$ cat src/rtl/alu_seq_pkg.sv
// Shared constants for the nibble-serial ALU sequencer: opcodes, FSM states, slice width.
package alu_seq_pkg;

    localparam int unsigned NIB_W = 4;

    localparam logic [2:0] OP_ADD = 3'b000;
    localparam logic [2:0] OP_SUB = 3'b001;
    localparam logic [2:0] OP_AND = 3'b010;
    localparam logic [2:0] OP_OR  = 3'b011;

    typedef enum logic [1:0] {
        S_IDLE = 2'd0,
        S_RUN  = 2'd1,
        S_DONE = 2'd2
    } state_t;

    function automatic logic is_arith(input logic [2:0] op);
        return (op == OP_ADD) || (op == OP_SUB);
    endfunction

endpackage

$ cat src/rtl/alu_nibble_sequencer_if.sv
// Request / ALU-slice / response bundle for alu_nibble_sequencer.
// rsp_ovf exists only when ALU_SEQ_OVF_EN is defined.
interface alu_nibble_sequencer_if #(
    parameter int unsigned NIBBLES = 4
);
    import alu_seq_pkg::*;

    localparam int unsigned W = NIB_W * NIBBLES;

    logic             req_valid;
    logic             req_ready;
    logic [W-1:0]     req_a;
    logic [W-1:0]     req_b;
    logic             req_cin;
    logic [2:0]       req_op;

    logic [NIB_W-1:0] alu_a;
    logic [NIB_W-1:0] alu_b;
    logic             alu_cin;
    logic [2:0]       alu_opcode;
    logic [NIB_W-1:0] alu_result;
    logic             alu_carry;

    logic             rsp_valid;
    logic             rsp_ready;
    logic [W-1:0]     rsp_result;
    logic             rsp_carry;
    logic             rsp_zero;
    logic             rsp_err;
`ifdef ALU_SEQ_OVF_EN
    logic             rsp_ovf;
`endif

    modport slave (
`ifdef ALU_SEQ_OVF_EN
        output rsp_ovf,
`endif
        input  req_valid, req_a, req_b, req_cin, req_op,
        output req_ready,
        output alu_a, alu_b, alu_cin, alu_opcode,
        input  alu_result, alu_carry,
        output rsp_valid, rsp_result, rsp_carry, rsp_zero, rsp_err,
        input  rsp_ready
    );

    modport master (
`ifdef ALU_SEQ_OVF_EN
        input  rsp_ovf,
`endif
        output req_valid, req_a, req_b, req_cin, req_op,
        input  req_ready,
        input  alu_a, alu_b, alu_cin, alu_opcode,
        output alu_result, alu_carry,
        input  rsp_valid, rsp_result, rsp_carry, rsp_zero, rsp_err,
        output rsp_ready
    );

endinterface

$ cat src/rtl/alu_nibble_sequencer.sv
// Steps a wide add/sub/AND/OR through an external 4-bit ALU, LSB slice first.
// Define ALU_SEQ_OVF_EN to add the signed-overflow response flag rsp_ovf.
module alu_nibble_sequencer
    import alu_seq_pkg::*;
#(
    parameter int unsigned NIBBLES = 4
) (
    input  logic clk,
    input  logic rst,
    alu_nibble_sequencer_if.slave bus
);

    localparam int unsigned W     = NIB_W * NIBBLES;
    localparam int unsigned IDX_W = (NIBBLES > 1) ? $clog2(NIBBLES) : 1;
    localparam logic [IDX_W-1:0] LAST_IDX = IDX_W'(NIBBLES - 1);

    state_t           state, state_next;
    logic [IDX_W-1:0] idx;
    logic [W-1:0]     a_r, b_r, result_r;
    logic             cin_r, carry_r, err_r;
    logic [2:0]       op_r;
    logic             last;

    assign last = (idx == LAST_IDX);

    always_ff @(posedge clk or posedge rst) begin
        if (rst) state <= S_IDLE;
        else     state <= state_next;
    end

    always_comb begin
        state_next     = state;
        bus.req_ready  = 1'b0;
        bus.rsp_valid  = 1'b0;
        bus.alu_a      = '0;
        bus.alu_b      = '0;
        bus.alu_cin    = 1'b0;
        case (state)
            S_IDLE: begin
                bus.req_ready = 1'b1;
                if (bus.req_valid) state_next = bus.req_op[2] ? S_DONE : S_RUN;
            end
            S_RUN: begin
                bus.alu_a = a_r[idx*NIB_W +: NIB_W];
                bus.alu_b = b_r[idx*NIB_W +: NIB_W];
                // Logic ops must not see a carry; slice 0 takes the request's cin.
                if (is_arith(op_r)) bus.alu_cin = (idx == '0) ? cin_r : carry_r;
                if (last) state_next = S_DONE;
            end
            S_DONE: begin
                bus.rsp_valid = 1'b1;
                if (bus.rsp_ready) state_next = S_IDLE;
            end
            default: state_next = S_IDLE;
        endcase
    end

    always_ff @(posedge clk or posedge rst) begin
        if (rst) begin
            idx      <= '0;
            a_r      <= '0;
            b_r      <= '0;
            result_r <= '0;
            cin_r    <= 1'b0;
            carry_r  <= 1'b0;
            err_r    <= 1'b0;
            op_r     <= OP_ADD;
        end else begin
            case (state)
                S_IDLE: begin
                    if (bus.req_valid) begin
                        a_r      <= bus.req_a;
                        b_r      <= bus.req_b;
                        cin_r    <= bus.req_cin;
                        idx      <= '0;
                        result_r <= '0;
                        carry_r  <= 1'b0;
                        err_r    <= bus.req_op[2];
                        // Illegal ops never reach the ALU, so its opcode keeps the last legal one.
                        if (!bus.req_op[2]) op_r <= bus.req_op;
                    end
                end
                S_RUN: begin
                    result_r[idx*NIB_W +: NIB_W] <= bus.alu_result;
                    carry_r <= is_arith(op_r) ? bus.alu_carry : 1'b0;
                    idx     <= idx + 1'b1;
                end
                default: ;
            endcase
        end
    end

    assign bus.alu_opcode = op_r;
    assign bus.rsp_result = result_r;
    assign bus.rsp_carry  = carry_r;
    assign bus.rsp_err    = err_r;
    assign bus.rsp_zero   = (state == S_DONE) && (result_r == '0);

`ifdef ALU_SEQ_OVF_EN
    logic ovf_add, ovf_sub;
    assign ovf_add = (a_r[W-1] == b_r[W-1]) && (result_r[W-1] != a_r[W-1]);
    assign ovf_sub = (a_r[W-1] != b_r[W-1]) && (result_r[W-1] != a_r[W-1]);
    assign bus.rsp_ovf = !err_r && (((op_r == OP_ADD) && ovf_add) || ((op_r == OP_SUB) && ovf_sub));
`endif

endmodule

$ cat src/flat_wrapper.sv
// flat-port wrapper written by rule: the top's interface ports become plain ports
module alu_nibble_sequencer_flat import alu_seq_pkg::*;
#(
    parameter int unsigned NIBBLES = 4
)
  (clk, rst, bus_req_valid, bus_req_a, bus_req_b, bus_req_cin, bus_req_op, bus_req_ready, bus_alu_a, bus_alu_b, bus_alu_cin, bus_alu_opcode, bus_alu_result, bus_alu_carry, bus_rsp_valid, bus_rsp_result, bus_rsp_carry, bus_rsp_zero, bus_rsp_err, bus_rsp_ready);
  alu_nibble_sequencer_if #(.NIBBLES(NIBBLES)) bus_i ();
  input  logic clk;
  input  logic rst;
  input wire logic [$bits(bus_i.req_valid)-1:0] bus_req_valid;
  input wire logic [$bits(bus_i.req_a)-1:0] bus_req_a;
  input wire logic [$bits(bus_i.req_b)-1:0] bus_req_b;
  input wire logic [$bits(bus_i.req_cin)-1:0] bus_req_cin;
  input wire logic [$bits(bus_i.req_op)-1:0] bus_req_op;
  output wire logic [$bits(bus_i.req_ready)-1:0] bus_req_ready;
  output wire logic [$bits(bus_i.alu_a)-1:0] bus_alu_a;
  output wire logic [$bits(bus_i.alu_b)-1:0] bus_alu_b;
  output wire logic [$bits(bus_i.alu_cin)-1:0] bus_alu_cin;
  output wire logic [$bits(bus_i.alu_opcode)-1:0] bus_alu_opcode;
  input wire logic [$bits(bus_i.alu_result)-1:0] bus_alu_result;
  input wire logic [$bits(bus_i.alu_carry)-1:0] bus_alu_carry;
  output wire logic [$bits(bus_i.rsp_valid)-1:0] bus_rsp_valid;
  output wire logic [$bits(bus_i.rsp_result)-1:0] bus_rsp_result;
  output wire logic [$bits(bus_i.rsp_carry)-1:0] bus_rsp_carry;
  output wire logic [$bits(bus_i.rsp_zero)-1:0] bus_rsp_zero;
  output wire logic [$bits(bus_i.rsp_err)-1:0] bus_rsp_err;
  input wire logic [$bits(bus_i.rsp_ready)-1:0] bus_rsp_ready;
  assign bus_i.req_valid = bus_req_valid;
  assign bus_i.req_a = bus_req_a;
  assign bus_i.req_b = bus_req_b;
  assign bus_i.req_cin = bus_req_cin;
  assign bus_i.req_op = bus_req_op;
  assign bus_req_ready = bus_i.req_ready;
  assign bus_alu_a = bus_i.alu_a;
  assign bus_alu_b = bus_i.alu_b;
  assign bus_alu_cin = bus_i.alu_cin;
  assign bus_alu_opcode = bus_i.alu_opcode;
  assign bus_i.alu_result = bus_alu_result;
  assign bus_i.alu_carry = bus_alu_carry;
  assign bus_rsp_valid = bus_i.rsp_valid;
  assign bus_rsp_result = bus_i.rsp_result;
  assign bus_rsp_carry = bus_i.rsp_carry;
  assign bus_rsp_zero = bus_i.rsp_zero;
  assign bus_rsp_err = bus_i.rsp_err;
  assign bus_i.rsp_ready = bus_rsp_ready;
  alu_nibble_sequencer #(.NIBBLES(NIBBLES)) u_core (.clk(clk), .rst(rst), .bus(bus_i));
endmodule
$ cat config.mk
export PLATFORM = sky130hd
export DESIGN_NAME = alu_nibble_sequencer_flat
export DESIGN_NICKNAME = d
export VERILOG_FILES = /design/src/rtl/alu_seq_pkg.sv /design/src/rtl/alu_nibble_sequencer_if.sv /design/src/rtl/alu_nibble_sequencer.sv /design/src/flat_wrapper.sv
export SDC_FILE = /design/constraint.sdc
export NUM_CORES = 1
export LEC_CHECK = 0
export CORE_MARGIN = 2
export CORE_UTILIZATION = 30
export CTS_BUF_LIST = sky130_fd_sc_hd__clkbuf_4 sky130_fd_sc_hd__clkbuf_8
export DETAILED_ROUTE_END_ITERATION = 12
export DONT_BUFFER_PORTS = 1
export PLACE_DENSITY = 0.54
export SYNTH_ARGS = -nofsm -noshare
export SYNTH_HDL_FRONTEND = slang
export SYNTH_SLANG_ARGS = --single-unit
$ cat constraint.sdc
create_clock -name clk -period 2.9 [get_ports clk]
set_clock_uncertainty 0.1 [all_clocks]
set_input_delay 0.87 -clock clk [delete_from_list [all_inputs] [get_ports clk]]
set_output_delay 0.87 -clock clk [all_outputs]
set_load 0.05 [all_outputs]
Word level (Yosys, flattened, before mapping)
Cells that the tools add are included.

Bits in registers: 57. Bits in latches: 0. RAM bits: 0. Bits in read-only memories: 0. Output and inout bits: 33. Memories kept: 0.

Add/sub/neg operators: 2. $mul: 0. Div/mod/pow operators: 0. Order comparisons: 0. Eq/ne operators: 7. Shifts and indexed selects: 4. Mux-type cells: 20. Bitwise gates (word level): 1. Reductions and logical operators: 11.

Operator list (count): negation 4 -> 34 bit (1); variable shift 4 x 34 -> 16 bit, first input constant (1); variable part select 4 x 34 -> 16 bit (1); one-hot mux 16 bit (2 select lines) (1); variable part select 16 x 5 -> 4 bit (2); bitwise mux 16 bit (1); zero test 16 bit (1); 2-to-1 mux 16 bit (1); 2-to-1 mux 2 bit (5); 2-to-1 mux 4 bit (2); 2-to-1 mux 1 bit (7); one-hot mux 2 bit (3 select lines) (1); AND reduction 3 bit (2); == test 2 x 1 -> 1 bit, second input constant (2); == test 2 bit, second input constant (2); zero test 2 bit (2); != test 2 bit, second input constant (2); one-hot mux 2 bit (2 select lines) (1); AND reduction 2 bit (2); zero test 3 bit (1); adder 2 x 1 -> 2 bit, second input constant (1); != test 2 x 1 -> 1 bit, second input constant (1); one-hot mux 1 bit (2 select lines) (1); nonzero test 2 bit (1); other kinds (3) (3).

Logic depth before layout (Yosys ltp)
Word-level depth: 4. Gate-level depth with buffers: 6. Mapped depth without buffers: 5.

Least setup slack after synthesis
No wires, ideal clock.

Path kind: register -> output. Start point: register u_core.idx[1]. End point: output port bus_alu_cin. Data arrival time: 2.205 ns. Data required time: 1.930 ns. Slack: -0.275 ns. Stages on the path, launching flop included: 6. Buffers on the path: 1. Path through: dfrtp_1 > clkbuf_1 > inv_1 > ha_1 > mux2i_1 > nor3_1.

Longest elaborated chain between the ends: 4.

RTL lines: start, declared (RTL line alu_nibble_sequencer.sv:18) `logic [IDX_W-1:0] idx;`; start signal, assigned (RTL line alu_nibble_sequencer.sv:86) `idx <= idx + 1'b1;`; zero test 2 bit (RTL line alu_nibble_sequencer.sv:47) `if (is_arith(op_r)) bus.alu_cin = (idx == '0) ? cin_r : carry_r;`; 2-to-1 mux 1 bit (2 in series) (RTL line alu_nibble_sequencer.sv:47); 2-to-1 mux 1 bit (RTL line alu_nibble_sequencer.sv:38) `case (state)`; end, declared (RTL line flat_wrapper.sv:18) `output wire logic [$bits(bus_i.alu_cin)-1:0] bus_alu_cin;`.

No other way between the ends.

Worst setup path after layout
Start point: register u_core.idx[0]. End point: output port bus_alu_b[3].

Longest elaborated chain between the ends: 2.

RTL lines: variable part select 16 x 5 -> 4 bit (RTL line alu_nibble_sequencer.sv:45) `bus.alu_b = b_r[idx*NIB_W +: NIB_W];`; 2-to-1 mux 4 bit (RTL line alu_nibble_sequencer.sv:38); end, declared (RTL line flat_wrapper.sv:17) `output wire logic [$bits(bus_i.alu_b)-1:0] bus_alu_b;`.

No other way between the ends.

==> impl_metrics.env <==
export IMPL_grt_first_pass_wirelength_um=9294
export IMPL_grt_use_met2_pct=20.02
export IMPL_clk_pin_slew_worst_paths_ns=0.07
export IMPL_row_count=34
export IMPL_layout_area_overhead_vs_synth_pct=21.48
export IMPL_power_leakage_nw=1.483
export IMPL_setup_viol=0
export IMPL_portBuffers=0
export IMPL_max_slew_margin_pct=44.14
export IMPL_cts_hold_buf=0
export IMPL_synth_main_ff_cell="dfrtp_1"
export IMPL_layout_area_seq_mm2=0.001426
export IMPL_drv_slew=0
export IMPL_num_vias=1647
export IMPL_grt_busiest_layer="met2"
export IMPL_track_usage_pct=12.65
export IMPL_syn_num_nets=239
export IMPL_fmax_mhz=362.4
export IMPL_cts_tree="yes"
export IMPL_peakVddDrop_v=0.0004814
export IMPL_multi_input_area_mm2=0.001157
export IMPL_grt_max_degree=35
export IMPL_die_area_mm2=0.009645
export IMPL_synthMostInstantiatedCell="dfrtp_1"
export IMPL_synth_cell_types=30
export IMPL_final_setup_tns_ns=0
export IMPL_coreArea_mm2=0.008678
export IMPL_wl_um=5825
export IMPL_nets=270
export IMPL_fin_crit_ns=2.760
export IMPL_crit_type="flop to output port"
export IMPL_start_util_pct=30.68
export IMPL_routedWlPerCell_um=17.55
export IMPL_syn_cell_area_mm2=0.002663
export IMPL_htreeDepth=3
export IMPL_yosys_area_top_type_share_pct=53.57
export IMPL_layout_drive_gt1_share_pct=39.73
export IMPL_synth_cells=188
export IMPL_hold_class="input pin to async pin"
export IMPL_post_cts_repair_setup_buffers=0
export IMPL_crit_arrival_ns=1.79
export IMPL_max_slew_worst_pin_slew_ns=0.8303
export IMPL_grt_util_met1_pct=16.01
export IMPL_regToRegStartpoint="u_core.idx[0]"
export IMPL_clk_path_buf_depth=2
export IMPL_n_antenna_cell=0
export IMPL_place_hpwl_um=4073
export IMPL_hold_viol_final=0
export IMPL_synth_seq_area_share_pct=53.57
export IMPL_cp_required_ns=1.93
export IMPL_critPathLaunch="u_core.idx[0]"
export IMPL_grt_use_met3_pct=4.510
export IMPL_n_fill_cell=850
export IMPL_numCtsBuffers=9
export IMPL_cp_end_kind="output port"
export IMPL_outcome="complete, no violations"
export IMPL_clkLatencyLatePin_ns=0.32
export IMPL_synth_top_area_cell="dfrtp_1"
export IMPL_first_global_vias=1729
export IMPL_die_w_um=98.21
export IMPL_syn_avg_cell_area_um2=14.16
export IMPL_drt_iter0_drc=47
export IMPL_clock_sink_count=57
export IMPL_critPathMaxFanout=16
export IMPL_powerDensity_mw_per_mm2=1271
export IMPL_clockRootBuffer="clkbuf_8"
export IMPL_via_per_inst=4.961
export IMPL_fin_crit_sh_pct=95.16
export IMPL_finalPower_mw=4.111
export IMPL_dr_pass1_iters=4
export IMPL_reg2reg_setup_slack_ns=0.74
export IMPL_ys_warn_count=0
export IMPL_synth_commonest_cells="dfrtp_1, mux2_2, a22o_1, nor2b_1, mux4_1"
export IMPL_ys_top_cells_by_area="dfrtp_1, mux2_2, mux4_1, a22o_1, mux2_4"
export IMPL_chipHeight_um=98.21
export IMPL_gp_congestion=0.7542
export IMPL_start_kind="flop"
export IMPL_synth_edf_count=0
export IMPL_drc_errors=0
export IMPL_antenna_found_initial=1
export IMPL_cap_violations=0
export IMPL_pin_count=78
export IMPL_synth_async_reset_ratio_pct=100.0
export IMPL_rsz0062_at_grt="false"
export IMPL_ys_seq_elements=57
export IMPL_overflow=0
export IMPL_drtAntennaViolNets=0
report_power, final:
group	switching (mW)	internal (mW)
Clock	0.325	0.603
Sequential	0.264	1.12
Combinational	0.992	0.806
cell families after synthesis:
kind of cell	synth area share (%)
other cells	0.1408
compound gates	7.612
flops	53.57
fa+ha+maj	2.819
buf+inv	3.571
simple gates	8.083
mux	24.20
sequential cells by signal (all words and copies together), names as in the netlist:
name,count
u_core.idx,2
u_core.b_r,16
u_core.bus.rsp_carry,1
u_core.cin_r,1
u_core.a_r,16
u_core.state,2
u_core.bus.rsp_err,1
u_core.bus.alu_opcode,2
u_core.bus.rsp_result,16
cell usage in the layout, fill, tap and decap left out, drive strengths merged, types with 2 or more instances in the layout:
cell type and n:
nand2b 5, nor4 6, nor3 2, ha 6, nor2 2, inv 5, o22ai 2, nand3 4
clkbuf 11, buf 31, o21ai 3, dfrtp 57, nor2b 8, bufinv 3, a21o 4, a22o 16
mux2 36, mux4 8, nand2 6
critical path: stages (launching register included):
cell,delay [ns]
dfrtp_1,0.34
buf_6,0.20
mux4_1,0.57
nor2b_1,0.16
buf_4,0.20
cell type report:
cell class	count	area share (%)
clock buffer	11	4.487
clock inverter	5	3.172
inverter	5	0.5803
multi-input combinational	115	35.78
sequential	57	44.10
tap	108	4.178
timing repair buffer	31	7.698
path summary, 6_finish.rpt:
path                                       endpoint  cells past startpoint
setup / recovery                       bus_alu_b[3]                      4
hold / removal             u_core.bus.rsp_result[3]                      1
setup reg to reg           u_core.bus.rsp_result[6]                      6
hold reg to reg                       u_core.a_r[6]                      1
max in group asynchronous             u_core.a_r[1]                      2
min in group clk                      u_core.a_r[6]                      1
metal layers:
| metal | up-vias | wire length, µm | part of all wire (%) |
|---|---|---|---|
| li1 | 762 | - | - |
| met1 | 820 | 2462 | 42 |
| met2 | 61 | 2811 | 48 |
| met3 | 4 | 513 | 8.8 |
| met4 | 0 | 38 | 0.65 |
| met5 | - | 0 | 0 |
repair_timing:
action	in CTS	in global routing
hold endpoints to repair	0	0
setup endpoints to repair	0	3
gates resized for setup	0	2
stage by stage:
stage	instance area [µm²]	worst slack, ns	hold slack (ns)	utilization (%)	instances
floorplan	2673	0.1445	0.3703	-	188
global placement	2977	0.4716	0.3817	34.30	316
detailed placement	2977	0.4287	0.3845	34.30	316
CTS	3224	0.05549	0.3870	37.15	332
global route	3234	0.04490	0.4110	37.27	332
finish	3234	0.1403	0.3900	37.27	332
Power figures use the tool's default switching activity.
==> variant (same flow settings) <==
Re-encode `state_t` (3 states) as one-hot, 3 bits wide.
--- a/src/rtl/alu_seq_pkg.sv
+++ b/src/rtl/alu_seq_pkg.sv
@@ -8,10 +8,10 @@
     localparam logic [2:0] OP_AND = 3'b010;
     localparam logic [2:0] OP_OR  = 3'b011;
 
-    typedef enum logic [1:0] {
-        S_IDLE = 2'd0,
-        S_RUN  = 2'd1,
-        S_DONE = 2'd2
+    typedef enum logic [2:0] {
+        S_IDLE = 3'b001,
+        S_RUN  = 3'b010,
+        S_DONE = 3'b100
     } state_t;
 
     function automatic logic is_arith(input logic [2:0] op);
Formal check against the unedited RTL: same outputs for any inputs over 10 cycles, from zero or initial values and one cycle with rst high; not proved beyond that.
==> variant against the original RTL <==
  * Sequential cell count rose by 1
  * Power is 22% lower
  * Maximum frequency is 0.20% higher
  * Worst hold slack lost 0.019 ns
  * Routed wire length grew 12%
  * Setup slack better by 0.0054 ns
  * Area after synthesis hardly changed
  * Core utilization is 0.23 points lower
  * Cell area shrank 0.62%
  * Global-route usage grew 1.5 points
  * Via count grew 16%
  * Clock power shrank 22%
  * Critical path depth up 2
  * Critical path type unchanged
  * Critical endpoint is now bus_alu_cin
  * Largest cell class unchanged
==> variant: results <==
[sta]
worst_pin_slew_ns = 0.778
fin_crit_ns = 2.75

[global_routing]
grt_max_degree = 38
track_usage = 0.142
antenna_found_initial = 0
grt_pass1_wl_um = 10600

[placed_design]
dp_cells = 373
dpl.hpwl_um = 4660
gp_congestion = 0.784
placed_cell_area_mm2 = 0.00302

[drt]
routed_wirelength_um = 6550
viasPerCell = 4.91
dr_wl_met3_um = 544
drt_iter0_drc = 55
dr_wl_met2_um = 2870
avgRoutedWirePerCell_um = 16.9
drtPass1Iterations = 5
drt-met1-wl_um = 2970

[hold_path]
hp-class = flip-flop to flip-flop

[synth]
ys_top_cells_by_count = nand2_1 (103), dfrtp_1 (57), a22o_1 (17), and2_1 (8), mux4_2 (8)
seq_area_frac_synth = 0.545
synthAdderAreaFrac = 0.0282
synth.avg_cell_area_um2 = 10.4
ys_top_cells_by_area = dfrtp_1 (54%), nand2_1 (15%), mux4_2 (6.8%)
synth_cell_type_count = 33

[finish]
fin_nets = 327
drive_above_1_share = 0.204

[pwr]
static-leakage-power_nw = 1.57
vdd_ir_drop_max_mv = 0.265

[die]
initial_core_util = 0.307

[worst_setup_path]
cp_max_fo = 11

[status]
status = finished clean
[variant: cell types whose count changed after synthesis, sizes merged, moves of 5 or more]
cell and change:
and2 +8, mux2 -34, nand2 +97, nand2b -5, nor2b -6, nor3b +5
[variant: worst paths after layout]
| path | to | slack [ns] | start |
|---|---|---|---|
| max in group asynchronous | u_core.a_r[10]$_DFFE_PP0P_ | 1.58 | rst |
| max reg2reg | u_core.bus.rsp_result[15]$_DFFE_PP0P_ | 0.92 | u_core.idx[0]$_DFFE_PP0P_ |
| min | u_core.a_r[14]$_DFFE_PP0P_ | 0.37 | u_core.a_r[14]$_DFFE_PP0P_ |
| min in group asynchronous | u_core.bus.rsp_result[7]$_DFFE_PP0P_ | 0.47 | rst |
| max | bus_alu_cin | 0.15 | u_core.idx[0]$_DFFE_PP0P_ |
| min reg2reg | u_core.a_r[14]$_DFFE_PP0P_ | 0.37 | u_core.a_r[14]$_DFFE_PP0P_ |
[variant: per-stage QoR]
step	hold slack (ns)	TNS (ns)	setup slack, ns	power, W	util
after global routing	0.397	0	0.0378	0.00345	0.370
final	0.371	0	0.146	0.00322	0.370
after global placement	0.355	0	0.529	0.00250	0.348
after detailed placement	0.357	0	0.518	0.00253	0.348
after CTS	0.373	0	0.141	0.00326	0.370
after floorplan	0.340	-0.0480	-0.0480	0.00221	-
[variant: cell families (layout without fill, tap and decap cells)]
group                      Yosys count  after routing
adders and majority gates            6              6
muxes                               11             11
DFF                                 58             58
buffers and inverters               18             42
and+or+nand+nor                    137            137
AOI/OAI and AO/OA                   25             25
other                                1              1
[variant: metal layers]
layer | track usage | vias to the layer above
met5 | 0 | -
met4 | 0.0674 | 0
met3 | 0.0551 | 15
met2 | 0.211 | 68
met1 | 0.183 | 925
li1 | - | 896
[variant: layout make-up]
cell class / instances / area, um^2
Timing Repair Buffer: 22 / 265
Sequential cell: 58 / 1450
Tap cell: 108 / 135
Multi-Input combinational cell: 180 / 1150
Clock buffer: 10 / 138
Fill cell: 891 / 5460
Clock inverter: 5 / 55.1
Inverter: 5 / 18.8
[variant: report_power, final]
| group | internal (W) | switching [W] | total, W |
|---|---|---|---|
| Combinational | 0.000465 | 0.000628 | 0.00109 |
| Sequential | 0.00110 | 0.000306 | 0.00141 |
| Clock | 0.000412 | 0.000312 | 0.000723 |
| Total | 0.00198 | 0.00125 | 0.00322 |
[variant: worst max-delay path: stages (launching register included)]
cell and delay, ns:
dfrtp_1 0.34, buf_4 0.20, inv_1 0.10, ha_1 0.27, mux2i_1 0.15, nor3_2 0.16
buf_4 0.23
